## src/rtl/spi_master.sv

```systemverilog
// SPI mode-0 master: moves one BufferSize-bit word per transaction, MSB first,
// through a single-cycle start/done handshake with local logic.
module spi_master #(
  parameter int BufferSize = 32,
  parameter int ClkDiv     = 4
) (
  input  logic                  clk,
  input  logic                  rst_n,
  input  logic                  start,
  input  logic [BufferSize-1:0] tx_data,
  output logic                  busy,
  output logic                  done,
  output logic [BufferSize-1:0] rx_data,
  output logic                  sck,
  output logic                  ss,
  output logic                  mosi,
  input  logic                  miso
);

  localparam int CW = (ClkDiv > 1) ? $clog2(ClkDiv) : 1;
  localparam int BW = $clog2(BufferSize);
  localparam logic [CW-1:0] DIV_LAST = CW'(ClkDiv - 1);
  localparam logic [BW-1:0] BIT_LAST = BW'(BufferSize - 1);

  typedef enum logic [2:0] {
    IDLE,
    LEAD,
    HIGH,
    LOW,
    TRAIL,
    GAP
  } state_t;

  state_t                state, state_next;
  logic [CW-1:0]         div_cnt, div_next;
  logic [BW-1:0]         bit_cnt, bit_next;
  // The MSB leaves through mosi at accept time, so only the remaining bits are kept.
  logic [BufferSize-2:0] tx_shift, tx_next;
  logic [BufferSize-1:0] rx_shift, rx_next;
  logic [BufferSize-1:0] rx_data_next;
  logic                  sck_next, ss_next, mosi_next, busy_next, done_next;
  logic                  tick, accept;

  always_ff @(posedge clk or negedge rst_n) begin
    if (!rst_n) begin
      state    <= IDLE;
      div_cnt  <= '0;
      bit_cnt  <= '0;
      tx_shift <= '0;
      rx_shift <= '0;
      rx_data  <= '0;
      sck      <= 1'b0;
      ss       <= 1'b1;
      mosi     <= 1'b0;
      busy     <= 1'b0;
      done     <= 1'b0;
    end else begin
      state    <= state_next;
      div_cnt  <= div_next;
      bit_cnt  <= bit_next;
      tx_shift <= tx_next;
      rx_shift <= rx_next;
      rx_data  <= rx_data_next;
      sck      <= sck_next;
      ss       <= ss_next;
      mosi     <= mosi_next;
      busy     <= busy_next;
      done     <= done_next;
    end
  end

  always_comb begin
    state_next   = state;
    bit_next     = bit_cnt;
    tx_next      = tx_shift;
    rx_next      = rx_shift;
    rx_data_next = rx_data;
    sck_next     = sck;
    ss_next      = ss;
    mosi_next    = mosi;
    busy_next    = busy;
    done_next    = 1'b0;

    tick     = (div_cnt == DIV_LAST);
    div_next = tick ? '0 : div_cnt + 1'b1;
    // A new word can launch straight from the end of the gap without visiting IDLE.
    accept   = start && ((state == IDLE) || ((state == GAP) && tick));

    case (state)
      IDLE: begin
        div_next = '0;
      end
      LEAD: begin
        bit_next = '0;
        if (tick) begin
          sck_next   = 1'b1;
          rx_next    = {rx_shift[BufferSize-2:0], miso};
          state_next = HIGH;
        end
      end
      HIGH: begin
        if (tick) begin
          sck_next = 1'b0;
          if (bit_cnt == BIT_LAST) begin
            state_next = TRAIL;
          end else begin
            mosi_next  = tx_shift[BufferSize-2];
            tx_next    = tx_shift << 1;
            bit_next   = bit_cnt + 1'b1;
            state_next = LOW;
          end
        end
      end
      LOW: begin
        if (tick) begin
          sck_next   = 1'b1;
          rx_next    = {rx_shift[BufferSize-2:0], miso};
          state_next = HIGH;
        end
      end
      TRAIL: begin
        if (tick) begin
          ss_next      = 1'b1;
          mosi_next    = 1'b0;
          done_next    = 1'b1;
          rx_data_next = rx_shift;
          state_next   = GAP;
        end
      end
      GAP: begin
        if (tick) begin
          busy_next  = 1'b0;
          state_next = IDLE;
        end
      end
      default: begin
        state_next = IDLE;
      end
    endcase

    if (accept) begin
      tx_next    = tx_data[BufferSize-2:0];
      mosi_next  = tx_data[BufferSize-1];
      ss_next    = 1'b0;
      busy_next  = 1'b1;
      div_next   = '0;
      state_next = LEAD;
    end
  end

endmodule

```

## config.mk

```make
export PLATFORM = sky130hd
export DESIGN_NAME = spi_master
export DESIGN_NICKNAME = d
export VERILOG_FILES = /design/src/rtl/spi_master.sv
export SDC_FILE = /design/constraint.sdc
export NUM_CORES = 1
export LEC_CHECK = 0
export ABC_CLOCK_PERIOD_IN_PS = 2400
export CORE_ASPECT_RATIO = 0.5
export CORE_MARGIN = 5
export CORE_UTILIZATION = 53
export CTS_CLUSTER_DIAMETER = 100
export DETAILED_ROUTE_END_ITERATION = 10
export PLACE_DENSITY = 0.86
export SLEW_MARGIN = 25
export SYNTH_ARGS = -nofsm -noshare
export SYNTH_HDL_FRONTEND = slang
export SYNTH_SLANG_ARGS = --single-unit
```

## constraint.sdc

```tcl
create_clock -name clk -period 2.4 [get_ports clk]
set_input_delay 0.24 -clock clk [delete_from_list [all_inputs] [get_ports clk]]
set_output_delay 0.24 -clock clk [all_outputs]
set_load 0.05 [all_outputs]
```

==> impl_metrics.json <==
{
  "critical_path_class": "reg -> reg",
  "port_buffers": 72,
  "tritoncts": "done",
  "cts_max_level": 3,
  "drc_errors": 0,
  "synth-edff-count": 0,
  "layout.nets": 433,
  "ys_types": 37,
  "antenna_found_initial": 0,
  "yosysTopAreaCellShare": 0.604,
  "tns_ps": 0,
  "synth_area_um2": 4520,
  "setup_viol": 0,
  "initial_utilization": 0.555,
  "m1WireLength_um": 3930,
  "root_buffer": "clkbuf_16",
  "vias": 2835,
  "syn_inst": 323,
  "dr.pass1.iters": 6,
  "synth.avg_cell_area_um2": 14.0,
  "gp_congestion": 0.860,
  "reg2reg_depth": 7,
  "cts_max_path_buffers": 2,
  "clk_pin_slew_ps": 70,
  "place_hpwl_um": 5740,
  "synth-seq-cells": 110,
  "top_layer": "met4",
  "synth_ff_type": "dfrtp_1",
  "grt_max_degree": 48,
  "diodes": 0,
  "postRouteAntennaNets": 0,
  "worstHoldPathType": "in -> async",
  "syn_nets": 362,
  "crit_start": "bit_cnt[0]",
  "overflow": 0,
  "cts.sinks": 110,
  "worstMarginPinSlew_ps": 652,
  "drtIter0Drc": 161,
  "slowest_delay_ps": 470,
  "p_per_area_nw_per_um2": 620,
  "die_h_um": 75.3,
  "numCtsBuffers": 9,
  "finalCritPeriodShare": 0.939,
  "cp-start-kind": "flop",
  "leakage_nw": 2.84,
  "met3WireLength_um": 367,
  "drive_gt1_frac": 0.236,
  "ir_worst_vdd_mv": 0.472,
  "clk_latency_ps": 340,
  "ios": 73,
  "r2r-start": "bit_cnt[0]",
  "place_inst": 494,
  "rsz0062_at_grt": "false",
  "clock_skew_ps": 7.08,
  "dieArea_um2": 10600,
  "fmaxAchievable_mhz": 444,
  "avgRoutedWirePerCell_um": 17.0,
  "endpoint_kind": "flop",
  "post_cts_buffers": 0,
  "core_um2": 8140,
  "first_global_vias": 3040,
  "avgViaCountPerCell": 5.55,
  "finalHoldViolCount": 0,
  "crit_top_cell": "ha_1",
  "wl_met2_um": 4330,
  "status": "finished, final reports clean",
  "yosysSeqAreaShare": 0.610,
  "arrival_ps": 2530,
  "synth_warnings": 0,
  "synthToLayoutAreaGrowth_pct": 25.7,
  "crit_path_cell_trace": "ha_1, and3_1, ha_1, nor4bb_1, o21bai_1, o21ai_0, a22o_1",
  "dieWidth_um": 141,
  "power_mw": 3.52,
  "num_rows": 23,
  "cts.repair.resized": 0,
  "grt_usage": 0.178,
  "yosysTopAreaCell": "dfrtp_1",
  "synthTopCellsByArea": "dfrtp_1, mux2_2, a22o_1",
  "grt_first_pass_wirelength_um": 14900,
  "wl_um": 8700,
  "relSlewSlack": 0.564,
  "timing.max_cap.violations": 0,
  "drv_slew": 0,
  "fin_crit_ps": 2250,
  "finalNonFillerCells": 511,
  "required_ps": 2680,
  "postSynth.asyncResetShare": 1.00,
  "cp_max_fo": 5,
  "critPathSlowestCell": "nor4bb_1"
}
==> state kept, by name (all words and copies together), names as in the netlist <==
name and cells:
rx_shift 32, tx_shift 31, mosi 1, done 1, div_cnt 2, rx_data 32, bit_cnt 5, sck 1
state 3, ss 1, busy 1
==> per-stage QoR <==
step	utilization	area, um^2	hold slack [ps]	setup slack (ps)
6_report	0.697	5680	447	146
5_1_grt	0.697	5680	475	24.3
4_1_cts	0.697	5670	459	156
3_5_place_dp	0.658	5360	290	177
3_3_place_gp	0.658	5360	275	283
2_1_floorplan	-	4520	-55.6	420
==> worst max-delay path: cells and delay by family, from the launching register on <==
| kind | cells | cell delay, ps |
|---|---|---|
| simple gates | 2 | 660 |
| compound gates | 3 | 640 |
| fa+ha+maj | 2 | 490 |
| flops | 1 | 410 |
==> routing by layer <==
metal	GRT usage	vias to the layer above
met5	0	-
met4	0.0516	0
met3	0.0552	9
met2	0.302	57
met1	0.226	1448
li1	-	1321
==> synth_stat cells, types with 3 or more instances <==
cell and count:
a21o_1 30, a22o_1 34, buf_2 11, buf_4 4
clkbuf_1 5, dfrtp_1 109, ha_1 3, mux2_2 63
nand2_1 8, nand2b_1 5, nor2_1 10, nor2b_1 4
o21ai_0 8
==> final timing paths <==
check,endpoint,slack [ps]
max,bit_cnt[2],150
min,rx_data[6],450
max reg2reg,bit_cnt[2],150
min reg2reg,div_cnt[0],450
max in group asynchronous,rx_shift[13],1200
min in group clk,div_cnt[0],450
==> where the power goes <==
part	switching [mW]	internal (mW)
combinational	0.0613	0.0777
sequential	0.0190	1.88
clock	0.641	0.840
total	0.721	2.80
==> cell type report <==
type | count | area (um^2)
Clock buffer | 11 | 243
Multi-Input combinational cell | 191 | 1670
Sequential cell | 110 | 2750
Tap cell | 112 | 140
Timing Repair Buffer | 80 | 806
Clock inverter | 5 | 57.6
Fill cell | 571 | 2470
Inverter | 2 | 7.51
==> logic make-up (layout without fill, tap and decap cells) <==
kind of cell | count (synthesis) | count (layout) | share of synthesized area
DFF | 110 | 110 | 0.610
muxes | 66 | 66 | 0.164
adders and majority gates | 3 | 3 | 0.00831
and+or+nand+nor | 42 | 42 | 0.0526
buffers and inverters | 22 | 98 | 0.0247
AOI/OAI and AO/OA | 80 | 80 | 0.140
==> placed cells by master, fill, tap and decap left out, drive strengths merged, types with 2 or more instances in the layout <==
cell and n:
nor2 11, a22o 34, o21ai 8, nor2b 4, mux2 65, inv 3
nand2b 7, buf 8, or3 2, clkbuf 11, clkdlybuf4s50 71, clkinv 3
ha 3, dfrtp 109, nor3 3, a21o 30, nand2 9
==> what timing repair did <==
action | CTS | global route
setup endpoints to repair | 0 | 0
endpoints found under the hold margin | 45 | 0
hold buffers | 1 | 0
No activity file was read; power rests on OpenSTA's default activity.
